## src/rtl/store_narrower_if.sv

```systemverilog
// Store request/response bundle for the store narrowing stage.
// The upstream side presents a register value plus access info; the
// downstream side sees the lane-aligned store with byte enables.
interface store_narrower_if;
  logic        in_valid;
  logic        in_ready;
  logic [63:0] in_data;
  logic [1:0]  in_size;
  logic [2:0]  in_addr;
  logic        in_signed;
  logic        out_valid;
  logic        out_ready;
  logic [63:0] out_data;
  logic [7:0]  out_be;
  logic        out_lost;
  logic        out_misaligned;

  // Driver of requests and consumer of narrowed stores (pipeline neighbours).
  modport master (
    output in_valid, in_data, in_size, in_addr, in_signed, out_ready,
    input  in_ready, out_valid, out_data, out_be, out_lost, out_misaligned
  );

  // The narrowing stage itself.
  modport slave (
    input  in_valid, in_data, in_size, in_addr, in_signed, out_ready,
    output in_ready, out_valid, out_data, out_be, out_lost, out_misaligned
  );
endinterface

```

## src/rtl/store_narrower.sv

```systemverilog
// Store-data narrowing stage: truncates a 64-bit register value to the
// access size, shifts it into the addressed byte lanes with byte enables,
// flags information lost by truncation and misaligned accesses. Registered
// output with a one-entry skid buffer so back-pressure never drops a store.
module store_narrower (
  input  logic            clk,
  input  logic            reset,
  store_narrower_if.slave bus
);

  typedef struct packed {
    logic [63:0] data;
    logic [7:0]  be;
    logic        lost;
    logic        misaligned;
  } entry_t;

  logic [63:0] field_mask;
  logic [7:0]  be_base;
  logic [2:0]  size_mask;
  logic        sign_bit;
  logic [63:0] ext_pattern;
  entry_t      narrowed;

  entry_t      m_q;
  logic        m_valid;
  entry_t      s_q;
  logic        s_valid;

  logic        accept;
  logic        drain;
  logic        m_free;

  // Decode the access size into a field mask, base byte enables,
  // alignment mask and the sign bit of the narrowed field.
  always_comb begin
    // NOTE: every output of this block gets a default before the case so no
    // path leaves a signal unassigned, which would infer a latch.
    field_mask = '1;
    be_base    = 8'hFF;
    size_mask  = 3'b111;
    sign_bit   = bus.in_data[63];
    case (bus.in_size)
      2'd0: begin
        field_mask = 64'h0000_0000_0000_00FF;
        be_base    = 8'h01;
        size_mask  = 3'b000;
        sign_bit   = bus.in_data[7];
      end
      2'd1: begin
        field_mask = 64'h0000_0000_0000_FFFF;
        be_base    = 8'h03;
        size_mask  = 3'b001;
        sign_bit   = bus.in_data[15];
      end
      2'd2: begin
        field_mask = 64'h0000_0000_FFFF_FFFF;
        be_base    = 8'h0F;
        size_mask  = 3'b011;
        sign_bit   = bus.in_data[31];
      end
      default: begin
        field_mask = '1;
        be_base    = 8'hFF;
        size_mask  = 3'b111;
        sign_bit   = bus.in_data[63];
      end
    endcase
  end

  // Build the narrowed entry; bits above the field must match the extension
  // pattern, so a double (full mask) can never report loss.
  always_comb begin
    narrowed            = '0;
    ext_pattern         = {64{bus.in_signed & sign_bit}};
    narrowed.lost       = |((bus.in_data ^ ext_pattern) & ~field_mask);
    narrowed.misaligned = |(bus.in_addr & size_mask);
    if (!narrowed.misaligned) begin
      narrowed.data = (bus.in_data & field_mask) << {bus.in_addr, 3'b000};
      narrowed.be   = be_base << bus.in_addr;
    end
  end

  // in_ready depends only on registered skid state, never on out_ready.
  assign accept = bus.in_valid && !s_valid;
  assign drain  = m_valid && bus.out_ready;
  assign m_free = !m_valid || drain;

  // Main and skid registers; skid contents take priority into M to keep order.
  // NOTE: payload registers are reset too because out_data/out_be must read
  // zero during reset, not just the valid bits.
  always_ff @(posedge clk or negedge reset) begin
    if (!reset) begin
      m_q     <= '0;
      m_valid <= 1'b0;
      s_q     <= '0;
      s_valid <= 1'b0;
    end else begin
      // NOTE: state updates use non-blocking assignments so every register
      // samples pre-edge values regardless of statement order.
      if (m_free) begin
        if (s_valid) begin
          m_q     <= s_q;
          m_valid <= 1'b1;
          s_valid <= 1'b0;
        end else if (accept) begin
          m_q     <= narrowed;
          m_valid <= 1'b1;
        end else begin
          m_valid <= 1'b0;
        end
      end else if (accept) begin
        s_q     <= narrowed;
        s_valid <= 1'b1;
      end
    end
  end

  assign bus.in_ready       = !s_valid;
  assign bus.out_valid      = m_valid;
  assign bus.out_data       = m_q.data;
  assign bus.out_be         = m_q.be;
  assign bus.out_lost       = m_q.lost;
  assign bus.out_misaligned = m_q.misaligned;

endmodule

```

## src/flat_wrapper.sv

```systemverilog
// flat-port wrapper written by rule: the top's interface ports become plain ports
module store_narrower_flat 
  (clk, reset, bus_in_valid, bus_in_data, bus_in_size, bus_in_addr, bus_in_signed, bus_out_ready, bus_in_ready, bus_out_valid, bus_out_data, bus_out_be, bus_out_lost, bus_out_misaligned);
  store_narrower_if bus_i ();
  input  logic clk;
  input  logic reset;
  input wire logic [$bits(bus_i.in_valid)-1:0] bus_in_valid;
  input wire logic [$bits(bus_i.in_data)-1:0] bus_in_data;
  input wire logic [$bits(bus_i.in_size)-1:0] bus_in_size;
  input wire logic [$bits(bus_i.in_addr)-1:0] bus_in_addr;
  input wire logic [$bits(bus_i.in_signed)-1:0] bus_in_signed;
  input wire logic [$bits(bus_i.out_ready)-1:0] bus_out_ready;
  output wire logic [$bits(bus_i.in_ready)-1:0] bus_in_ready;
  output wire logic [$bits(bus_i.out_valid)-1:0] bus_out_valid;
  output wire logic [$bits(bus_i.out_data)-1:0] bus_out_data;
  output wire logic [$bits(bus_i.out_be)-1:0] bus_out_be;
  output wire logic [$bits(bus_i.out_lost)-1:0] bus_out_lost;
  output wire logic [$bits(bus_i.out_misaligned)-1:0] bus_out_misaligned;
  assign bus_i.in_valid = bus_in_valid;
  assign bus_i.in_data = bus_in_data;
  assign bus_i.in_size = bus_in_size;
  assign bus_i.in_addr = bus_in_addr;
  assign bus_i.in_signed = bus_in_signed;
  assign bus_i.out_ready = bus_out_ready;
  assign bus_in_ready = bus_i.in_ready;
  assign bus_out_valid = bus_i.out_valid;
  assign bus_out_data = bus_i.out_data;
  assign bus_out_be = bus_i.out_be;
  assign bus_out_lost = bus_i.out_lost;
  assign bus_out_misaligned = bus_i.out_misaligned;
  store_narrower u_core (.clk(clk), .reset(reset), .bus(bus_i));
endmodule
```

## config.mk

```make
export PLATFORM = sky130hd
export DESIGN_NAME = store_narrower_flat
export DESIGN_NICKNAME = d
export VERILOG_FILES = /design/src/rtl/store_narrower_if.sv /design/src/rtl/store_narrower.sv /design/src/flat_wrapper.sv
export SDC_FILE = /design/constraint.sdc
export NUM_CORES = 1
export LEC_CHECK = 0
export ABC_AREA = 1
export BUFFER_PORTS_ARGS = -buffer_cell sky130_fd_sc_hd__buf_2
export CAP_MARGIN = 20
export CORE_MARGIN = 3
export CORE_UTILIZATION = 55
export CTS_CLUSTER_DIAMETER = 120
export DETAILED_ROUTE_END_ITERATION = 10
export PLACE_DENSITY = 0.88
export RECOVER_POWER = 50
export SKIP_LAST_GASP = 1
export SYNTH_ARGS = -nofsm -noshare
export SYNTH_HDL_FRONTEND = slang
export SYNTH_SLANG_ARGS = --single-unit
export TNS_END_PERCENT = 1
```

## constraint.sdc

```tcl
create_clock -name clk -period 2.72 [get_ports clk]
set_clock_uncertainty 0.15 [all_clocks]
set_input_delay 0.272 -clock clk [delete_from_list [all_inputs] [get_ports clk]]
set_output_delay 0.272 -clock clk [all_outputs]
set_load 0.05 [all_outputs]
```

==> implementation parameters, run 1 <==
Parameter                              Value

Run status
  Run status ... finished with violations
  Failing checks ... capacitance limit, slew limit

Clocking
  Max Buffers Root-to-Sink ... 2
  CTS root buffer ... sky130_fd_sc_hd__clkbuf_16
  TritonCTS clock tree ... yes
  Clock transition at the registers of the reported paths ... 0.07 ns
  Number of buffers inserted during clock tree synthesis ... 17
  Count of clock tree sinks ... 150
  Post-cts resize count ... 0
  Clock latency reported for the late side of the worst-skew pair ... 0.43 ns
  CTS H-tree depth ... 4

Worst setup path
  Type of the worst setup path ... reg2out
  Endpoint class of the critical path ... primary output
  WP data arrival ... 1.68 ns
  CP max FO ... 80
  Gate family responsible for the most delay along the worst path ... buffers and inverters
  Required time worst endpoint ... 2.30 ns
  First element of the critical path ... u_core.s_valid
  CP cell instances ... inv_2 -> buf_12 -> buf_2
  Worst stage delay on the critical path ... 0.43 ns
  CP startpoint kind ... register
  Count of buffer and inverter cells on the critical path ... 3
  Master of the slowest instance on the critical path ... sky130_fd_sc_hd__dfrtp_2
  RR Startpoint ... u_core.bus.out_valid

Floorplan
  Num ports ... 150
  Core region area ... 15400 um2
  Initial core utilization ... 0.571
  Die area ... 17600 um2
  DIE HEIGHT ... 133 um
  Total number of placement rows ... 45
  Die W ... 133 um

Timing
  Accumulated negative setup slack ... 0 ns
  Minimum hold slack ... 0.0267 ns
  Worst slew pin tran ... 1.62 ns
  Slew headroom ... -0.0825
  Total of endpoints with negative setup slack in the final report ... 0
  Highest clock rate ... 0.475 GHz
  Final Cycle Share ... 0.774
  Number of max-slew violations in the final report ... 61
  Unrepaired setup endpoints after global routing ... no
  Final count of hold timing violations ... 0
  Final worst path period need ... 2.11 ns

Global routing
  Maximum number of pins on one net before global-route repair ... 81
  Global Route Usage Sum ... 0.329
  Global-route wire length before repair ... 46200 um
  Antenna violations before repair ... 0
  Number of global-route vias before repair ... 8530
  Total global routing overflow ... 0

Route
  Vias per cell ... 5.82
  Starting DRC count in detailed routing ... 1450
  Routed wire length ... 28900 um
  Count of TritonRoute iterations in the first routing pass ... 6
  Count of vias placed by the detailed router ... 9506
  Post-DRT Antenna Nets ... 0
  Number of remaining DRC errors ... 0
  Average wire per standard cell ... 17.7 um

Placed design
  Gp weighted congestion ... 1.09
  Final HPWL DP ... 20400 um
  Number of buffers inserted by port buffering ... 149

Synthesis
  Sequential-to-total area share from yosys stat ... 0.426
  Netlist area before placement ... 8810 um2
  Simple-gate portion of the synthesized area ... 0.309
  Count of synthesis-stage warnings from yosys ... 0
  XOR/XNOR share of the synthesized area ... 0
  Number of distinct library cells after synthesis ... 29
  Async set-or-reset flop fraction in the synthesized netlist ... 1.00
  Flip-flop and latch count after synthesis ... 150
  Number of nets in the synthesized netlist ... 1371
  Most frequently used flop master after synthesis ... sky130_fd_sc_hd__dfrtp_1
  Syn Area/Cell ... 6.79 um2
  Fraction of synthesized area in multiplexers ... 0.00454
  Number of synthesized flops with an enable pin ... 0
  Adder-Cell Fraction of Synth Area ... 0
  Synthesized-area fraction occupied by ao, oa, aoi and oai cells ... 0.186
  Largest family of logic cells by synthesized area ... simple AND/OR/NAND/NOR gates
  Post-Syn Instances ... 1297

Final layout
  Number of nets at the end of the flow ... 1484
  Commonest non-fill, non-tap cell in the layout ... sky130_fd_sc_hd__nand2_1
  Share of final-layout standard cells stronger than drive strength 1 ... 0.136
  Antenna diode count ... 0
  Most used cells in the layout excluding fill and tap cells ... 448 x sky130_fd_sc_hd__nand2_1, 158 x sky130_fd_sc_hd__nor2_1, 149 x sky130_fd_sc_hd__dfrtp_1
  Area Growth Syn to Fin ... 16.4%

Power and ir drop
  Worst-case vdd ir drop ... 0.000453 V
  Total power consumption of the routed design ... 7320 uW
  Leakage power summed over all cells ... 0.00521 uW
  Total power density per cell area ... 714 nW/um2

Hold path
  Source of the worst hold timing path ... bus_out_ready
  HP Class ... in2reg

Job
  Max cap viols ... 1
[per-stage QoR]
step / utilization / setup slack, ns / instances / cell area, um2
after floorplan: - / 0.849 / 1297 / 8810
after global placement: 0.626 / 0.429 / 1598 / 9650
after detailed placement: 0.626 / 0.427 / 1598 / 9650
after CTS: 0.668 / 0.651 / 1634 / 10300
after global routing: 0.665 / 0.304 / 1634 / 10300
final: 0.665 / 0.614 / 1634 / 10300
[path summary, 6_finish.rpt]
kind | slack (ns) | cells after the start | end
worst max register to register | 0.81 | 6 | u_core.s_q[34]
worst min register to register | 0.32 | 2 | u_core.bus.out_data[57]
min in group asynchronous | 0.65 | 2 | u_core.s_q[24]
worst max-delay path | 0.61 | 3 | bus_in_ready
worst min-delay path | 0.03 | 4 | u_core.s_valid
max in group asynchronous | 0.64 | 3 | u_core.bus.out_data[5]
[sequential cells by signal (all words and copies together), names as in the netlist]
register	count
u_core.bus.out_lost	1
u_core.bus.out_be	8
u_core.bus.out_misaligned	1
u_core.bus.out_data	64
u_core.s_valid	1
u_core.bus.out_valid	1
u_core.s_q	74
[repair_timing]
| item | in CTS | in global routing |
|---|---|---|
| hold endpoints to repair | 62 | 0 |
| hold buffers | 4 | 0 |
| setup buffers | 0 | 0 |
[area by class of cell]
class                      instances  area [um2]
clock buffer                      22         474
multi-input combinational       1001        4420
fill                            1379        5170
tap                              211         264
clock inverter                    10         143
timing repair buffer             181         976
inverter                          59         226
sequential                       150        3750
[worst min-delay path, cell delays in order]
cell	delay, ns
sky130_fd_sc_hd__buf_2	0.08
sky130_fd_sc_hd__nor2_1	0.09
sky130_fd_sc_hd__inv_1	0.09
sky130_fd_sc_hd__nor2_1	0.04
[report_power, final]
group          switching [uW]  total, uW  internal, uW
Combinational            1610       2100           491
Clock                     954       2480          1520
Sequential                190       2740          2550
Total                    2750       7320          4570
[routing by layer]
metal  vias to the layer above  wire length (um)  part of all wire  GRT usage
li1                       4418                 -                 -          -
met1                      4388             12200              0.42      0.488
met2                       631             12600              0.43      0.484
met3                        69              3120              0.11     0.0605
met4                         0               983             0.034      0.121
met5                         -                 0                 0          0
[cells in the mapped netlist (10+ instances only)]
library cell	n	area [um2]
sky130_fd_sc_hd__inv_1	54	203
sky130_fd_sc_hd__dfrtp_1	150	3750
sky130_fd_sc_hd__a21oi_1	120	601
sky130_fd_sc_hd__nand4_1	10	62.6
sky130_fd_sc_hd__o21ai_0	140	701
sky130_fd_sc_hd__clkbuf_1	37	139
sky130_fd_sc_hd__nand3_1	67	335
sky130_fd_sc_hd__buf_2	35	175
sky130_fd_sc_hd__o21ai_2	10	87.6
sky130_fd_sc_hd__nor2_1	158	593
sky130_fd_sc_hd__nand2_1	448	1680
[kinds of logic (layout without fill, tap and decap cells)]
logic type             Yosys count  after routing
multiplexers                     4              4
AO/OA/AOI/OAI                  306            306
flip-flops                     150            150
buffers and inverters          146            272
AND/OR/NAND/NOR                691            691
Power figures use the tool's default switching activity.
==> inputs of run 2 (changes only) <==
--- a/config.mk
+++ b/config.mk
@@ -5,14 +5,14 @@
 export SDC_FILE = /design/constraint.sdc
 export NUM_CORES = 1
 export LEC_CHECK = 0
-export ABC_AREA = 1
+export ABC_AREA = 0
 export BUFFER_PORTS_ARGS = -buffer_cell sky130_fd_sc_hd__buf_2
 export CAP_MARGIN = 20
 export CORE_MARGIN = 3
-export CORE_UTILIZATION = 55
+export CORE_UTILIZATION = 51
 export CTS_CLUSTER_DIAMETER = 120
 export DETAILED_ROUTE_END_ITERATION = 10
-export PLACE_DENSITY = 0.88
+export PLACE_DENSITY = 0.87
 export RECOVER_POWER = 50
 export SKIP_LAST_GASP = 1
 export SYNTH_ARGS = -nofsm -noshare
==> constraint.sdc (replaced) <==
create_clock -name clk -period 1.9 [get_ports clk]
set_clock_uncertainty 0.15 [all_clocks]
set_input_delay 0.19 -clock clk [delete_from_list [all_inputs] [get_ports clk]]
set_output_delay 0.19 -clock clk [all_outputs]
set_load 0.05 [all_outputs]
==> implementation parameters, run 2 <==
Parameter                              Value

Run status
  Run status ... completed

Hold path
  HP Class ... in2reg
  Source of the worst hold timing path ... bus_in_data[7]

Route
  Average wire per standard cell ... 20.4 um
  Routed wire length ... 29400 um
  Starting DRC count in detailed routing ... 1434
  Count of vias placed by the detailed router ... 9070
  Number of remaining DRC errors ... 0
  Vias per cell ... 6.29
  Count of TritonRoute iterations in the first routing pass ... 7
  Post-DRT Antenna Nets ... 0

Clocking
  Count of clock tree sinks ... 150
  Clock latency reported for the late side of the worst-skew pair ... 0.42 ns
  Clock transition at the registers of the reported paths ... 0.06 ns
  TritonCTS clock tree ... yes
  CTS H-tree depth ... 4
  Number of buffers inserted during clock tree synthesis ... 17
  CTS root buffer ... sky130_fd_sc_hd__clkbuf_16
  Max Buffers Root-to-Sink ... 2
  Post-CTS setup-driven buffer insertion count ... 0

Synthesis
  Number of distinct library cells after synthesis ... 55
  List of most frequent post-synthesis cells ... 162 x sky130_fd_sc_hd__nand2_1, 150 x sky130_fd_sc_hd__dfrtp_1, 125 x sky130_fd_sc_hd__o21ai_0
  Biggest area consumer among synthesized cells ... sky130_fd_sc_hd__dfrtp_1
  Async set-or-reset flop fraction in the synthesized netlist ... 1.00
  Count of synthesis-stage warnings from yosys ... 0
  Share of the synthesized area in the top cell type ... 0.445
  Number of nets in the synthesized netlist ... 1051
  Leading cell types by total area after synthesis ... sky130_fd_sc_hd__dfrtp_1 45%, sky130_fd_sc_hd__o21ai_0 7.4%, sky130_fd_sc_hd__nand2_1 7.2%, sky130_fd_sc_hd__a21oi_1 4.9%, sky130_fd_sc_hd__mux2_2 4.3%
  Number of synthesized flops with an enable pin ... 0
  Sequential-to-total area share from yosys stat ... 0.445
  Netlist area before placement ... 8430 um2
  Post-Syn Instances ... 977
  Most frequently used flop master after synthesis ... sky130_fd_sc_hd__dfrtp_1
  Syn Area/Cell ... 8.63 um2
  Flip-flop and latch count after synthesis ... 150
  Most instantiated library cell after synthesis ... sky130_fd_sc_hd__nand2_1

Floorplan
  Die area ... 18100 um2
  Die W ... 135 um
  DIE HEIGHT ... 135 um
  Initial core utilization ... 0.525
  Num ports ... 150
  Core region area ... 16100 um2
  Total number of placement rows ... 46

Placed design
  Gp weighted congestion ... 1.12
  Final HPWL DP ... 21200 um
  Number of buffers inserted by port buffering ... 149

Final layout
  Most used cells in the layout excluding fill and tap cells ... 161 x sky130_fd_sc_hd__nand2_1, 148 x sky130_fd_sc_hd__dfrtp_1, 134 x sky130_fd_sc_hd__buf_4
  Commonest non-fill, non-tap cell in the layout ... sky130_fd_sc_hd__nand2_1
  Share of final-layout standard cells stronger than drive strength 1 ... 0.280
  Register with the most flip-flops ... u_core.s_q
  Number of fill cells in the layout ... 1231
  Number of nets at the end of the flow ... 1287
  Final design utilization ... 0.683
  Area Growth Syn to Fin ... 30.1%
  Flip-flop count of the largest register, all copies and words added ... 74
  Antenna diode count ... 0

Timing
  Final count of hold timing violations ... 0
  Unrepaired setup endpoints after global routing ... yes
  Final worst path period need ... 1.87 ns
  Slew headroom ... 0.201
  Final Cycle Share ... 0.985
  Number of max-slew violations in the final report ... 0
  Highest clock rate ... 0.534 GHz
  Total of endpoints with negative setup slack in the final report ... 0
  Minimum hold slack ... 0.0581 ns
  Worst slew pin tran ... 1.20 ns

Worst setup path
  CP startpoint kind ... primary input
  CP max FO ... 4
  Worst stage delay on the critical path ... 0.52 ns
  RR Startpoint ... u_core.bus.out_valid
  Critical Path Most Common Cell ... sky130_fd_sc_hd__buf_4
  First element of the critical path ... bus_in_data[3]
  WP data arrival ... 2.07 ns
  Required time worst endpoint ... 2.10 ns
  Master of the slowest instance on the critical path ... sky130_fd_sc_hd__dlygate4sd3_1
  Endpoint class of the critical path ... register
  Type of the worst setup path ... in2reg
  CP cell instances ... dlygate4sd3_1 -> buf_2 -> a22oi_1 -> buf_4 -> buf_4 -> or3_1 -> nor2_1 -> a21oi_1 -> o21ai_0

Global routing
  Global-route wire length before repair ... 46500 um
  Maximum number of pins on one net before global-route repair ... 96
  Total global routing overflow ... 0
  Number of global-route vias before repair ... 8566
  Global Route Usage Sum ... 0.326
  Antenna violations before repair ... 0

Job
  Max cap viols ... 0

Power and ir drop
  Total power density per cell area ... 918 nW/um2
  Total power consumption of the routed design ... 10100 uW
  Worst-case vdd ir drop ... 0.000711 V
  Leakage power summed over all cells ... 0.00495 uW
[run 2: cell count changes after synthesis, moves of 16 or more]
cell | previous run | this run
sky130_fd_sc_hd__nand2_1 | 448 | 162
sky130_fd_sc_hd__nor2_1 | 158 | 62
sky130_fd_sc_hd__inv_1 | 54 | 2
sky130_fd_sc_hd__nand3_1 | 67 | 17
sky130_fd_sc_hd__a21oi_1 | 120 | 82
sky130_fd_sc_hd__mux2_2 | 0 | 32
sky130_fd_sc_hd__and3_1 | 0 | 19
sky130_fd_sc_hd__a22oi_1 | 2 | 20
sky130_fd_sc_hd__nor4_1 | 0 | 16
sky130_fd_sc_hd__o22ai_1 | 0 | 16
[run 2: power by group]
| group | total [uW] | switching [uW] | internal, uW |
|---|---|---|---|
| sequential | 3780 | 229 | 3550 |
| combinational | 2760 | 1890 | 873 |
| clock | 3530 | 1380 | 2150 |
[run 2: stage by stage]
| step | cells | worst slack, ns | cell area [um2] | setup TNS, ns |
|---|---|---|---|---|
| 3_3_place_gp | 1401 | -0.308 | 10300 | -6.92 |
| 3_5_place_dp | 1401 | -0.356 | 10300 | -9.89 |
| 5_1_grt | 1442 | -0.0194 | 11000 | -0.0194 |
| 2_1_floorplan | 977 | -0.0246 | 8430 | -0.999 |
| 4_1_cts | 1442 | 0.0518 | 11000 | 0 |
| 6_report | 1442 | 0.0287 | 11000 | 0 |
[run 2: cells by family after synthesis]
logic type / share of synthesized area
flip-flops: 0.445
XOR/XNOR: 0.00312
AO/OA/AOI/OAI: 0.247
multiplexers: 0.0698
buffers and inverters: 0.0490
AND/OR/NAND/NOR: 0.186
[run 2: path summary, 6_finish.rpt]
| check | end | cells past startpoint | slack [ns] |
|---|---|---|---|
| min reg2reg | u_core.bus.out_data[18] | 2 | 0.33 |
| max | u_core.bus.out_data[11] | 9 | 0.03 |
| min | u_core.s_q[17] | 4 | 0.06 |
| max in group asynchronous | u_core.s_q[6] | 3 | 0.23 |
| max reg2reg | u_core.s_q[21] | 6 | 0.08 |
| min in group asynchronous | u_core.bus.out_data[18] | 2 | 0.40 |
[run 2: final cells by class]
class                      count  area [um2]  share of cell area
multi-input combinational    737        4280               0.390
sequential                   150        3760               0.342
timing repair buffer         304        2030               0.185
clock buffer                  19         453              0.0413
tap                          216         270              0.0246
clock inverter                13         170              0.0155
inverter                       3        11.3             0.00103
[run 2: metal layers]
layer / global-route usage / vias to the layer above / routed length [um]
met5: 0 / - / 0
met1: 0.457 / 4307 / 11800
met3: 0.0715 / 82 / 3200
met2: 0.504 / 650 / 13400
met4: 0.115 / 0 / 1080
li1: - / 4031 / -
[run 2: what timing repair did]
action                                 CTS  global route
setup endpoints to repair                0             2
resized for setup                        0             2
hold buffers                             9             0
endpoints found under the hold margin  137             0
[run 2: worst max-delay path, delay by kind of cell]
kind	cells	cell delay [ns]
AO/OA/AOI/OAI	3	0.33
buffers and inverters	4	0.99
AND/OR/NAND/NOR	2	0.56
==> inputs of run 3 (changes only) <==
--- a/config.mk
+++ b/config.mk
@@ -13,7 +13,6 @@
 export CTS_CLUSTER_DIAMETER = 120
 export DETAILED_ROUTE_END_ITERATION = 10
 export PLACE_DENSITY = 0.87
-export RECOVER_POWER = 50
 export SKIP_LAST_GASP = 1
 export SYNTH_ARGS = -nofsm -noshare
 export SYNTH_HDL_FRONTEND = slang
==> implementation parameters, run 3 (same netlist as run 2, synthesis figures left out) <==
Parameter                              Value

Worst setup path
  Worst stage delay on the critical path ... 0.52 ns
  CP max FO ... 4
  CP startpoint kind ... primary input
  Required time worst endpoint ... 2.10 ns
  Master of the slowest instance on the critical path ... sky130_fd_sc_hd__dlygate4sd3_1
  Critical Path Most Common Cell ... sky130_fd_sc_hd__buf_4
  Endpoint class of the critical path ... register
  CP cell instances ... dlygate4sd3_1 -> buf_2 -> a22oi_1 -> buf_4 -> buf_4 -> or3_1 -> nor2_1 -> a21oi_1 -> o21ai_0
  WP data arrival ... 2.06 ns
  Type of the worst setup path ... in2reg

Timing
  Final count of hold timing violations ... 0
  Final Cycle Share ... 0.976
  Total of endpoints with negative setup slack in the final report ... 0
  Slew headroom ... 0.619
  Unrepaired setup endpoints after global routing ... yes
  Number of max-slew violations in the final report ... 0
  Worst slew pin tran ... 0.570 ns
  Final worst path period need ... 1.85 ns
  Highest clock rate ... 0.539 GHz

Placed design
  Post-place instance area ... 10300 um2
  Final HPWL DP ... 21200 um
  Number of buffers inserted by port buffering ... 149
  Gp weighted congestion ... 1.12

Floorplan
  Die W ... 135 um
  Initial core utilization ... 0.525
  Die area ... 18100 um2
  Num ports ... 150
  DIE HEIGHT ... 135 um
  Total number of placement rows ... 46
  Core region area ... 16100 um2

Power and ir drop
  Worst-case vdd ir drop ... 0.000718 V
  Total power density per cell area ... 917 nW/um2
  Leakage power summed over all cells ... 0.00509 uW

Clocking
  Post-CTS setup-driven buffer insertion count ... 0
  CTS H-tree depth ... 4
  Number of buffers inserted during clock tree synthesis ... 17
  TritonCTS clock tree ... yes
  Clock transition at the registers of the reported paths ... 0.07 ns
  Clock latency reported for the late side of the worst-skew pair ... 0.43 ns
  CTS root buffer ... sky130_fd_sc_hd__clkbuf_16
  Max Buffers Root-to-Sink ... 2
  Count of clock tree sinks ... 150

Route
  Starting DRC count in detailed routing ... 1516
  Number of remaining DRC errors ... 0
  Count of vias placed by the detailed router ... 9083
  Vias per cell ... 6.30
  Routed wire length ... 29500 um
  Post-DRT Antenna Nets ... 0
  Count of TritonRoute iterations in the first routing pass ... 6
  Average wire per standard cell ... 20.4 um

Global routing
  Global Route Usage Sum ... 0.326
  Total global routing overflow ... 0
  Maximum number of pins on one net before global-route repair ... 96
  Global-route wire length before repair ... 46500 um
  Number of global-route vias before repair ... 8566
  Antenna violations before repair ... 0

Final layout
  Number of nets at the end of the flow ... 1287
  Register with the most flip-flops ... u_core.s_q
  Most used cells in the layout excluding fill and tap cells ... 161 x sky130_fd_sc_hd__nand2_1, 148 x sky130_fd_sc_hd__buf_2, 148 x sky130_fd_sc_hd__dfrtp_1
  Final design utilization ... 0.687
  Antenna diode count ... 0
  Area Growth Syn to Fin ... 30.8%
  Flip-flop count of the largest register, all copies and words added ... 74
  Final design instance area without fill ... 11000 um2
  Commonest non-fill, non-tap cell in the layout ... sky130_fd_sc_hd__nand2_1
  Share of final-layout standard cells stronger than drive strength 1 ... 0.308

Job
  Max cap viols ... 0

Hold path
  HP Class ... in2reg

Run status
  Run status ... completed
==> run 3: where the power goes <==
part           switching [uW]  internal, uW
logic                    1890           901
registers                 226          3550
clock network            1390          2150
==> run 3: cell type report <==
type                            instances  area, um2
Clock buffer                           19        453
Timing Repair Buffer                  304       2090
Clock inverter                         13        170
Tap cell                              216        270
Inverter                                3       11.3
Multi-Input combinational cell        737       4280
Fill cell                            1215       5030
Sequential cell                       150       3760
==> run 3: final timing paths <==
path | startpoint | slack (ns) | end | depth (start not counted)
min | bus_in_data[7] | 0.05 | u_core.s_q[17] | 4
min in group asynchronous | reset | 0.12 | u_core.bus.out_data[18] | 2
min reg2reg | u_core.bus.out_data[18] | 0.32 | u_core.bus.out_data[18] | 2
max in group asynchronous | reset | 0.81 | u_core.bus.out_data[8] | 3
max reg2reg | u_core.bus.out_valid | 0.09 | u_core.s_q[21] | 6
max | bus_in_data[3] | 0.05 | u_core.bus.out_data[11] | 9
==> run 3: per-layer routing <==
metal	routed length, um	vias to the layer above	track usage
met3	3280	80	0.0715
met1	11800	4315	0.457
met5	0	-	0
li1	-	4035	-
met2	13400	653	0.504
met4	1080	0	0.115
==> run 3: critical path: cells and delay by family <==
family | cells | cell delay [ns]
AO/OA/AOI/OAI | 3 | 0.33
buffers and inverters | 4 | 0.99
AND/OR/NAND/NOR | 2 | 0.55
==> run 3: timing repair <==
action | 4_1_cts | 5_1_grt
gates resized for setup | 0 | 2
endpoints found under the setup margin | 0 | 2
hold buffers | 9 | 0
endpoints found under the hold margin | 137 | 0
==> run 3: per-stage QoR <==
step	worst slack, ns	hold slack [ns]	std cells	setup TNS, ns	power (uW)
6_report	0.0464	0.0530	1442	0	10100
5_1_grt	-0.0194	0.0939	1442	-0.0194	10500
4_1_cts	0.0518	0.0481	1442	0	10100
3_5_place_dp	-0.356	0.00203	1401	-9.89	6530
3_3_place_gp	-0.308	-0.00252	1401	-6.92	6450
2_1_floorplan	-0.0246	-0.256	977	-0.999	5440
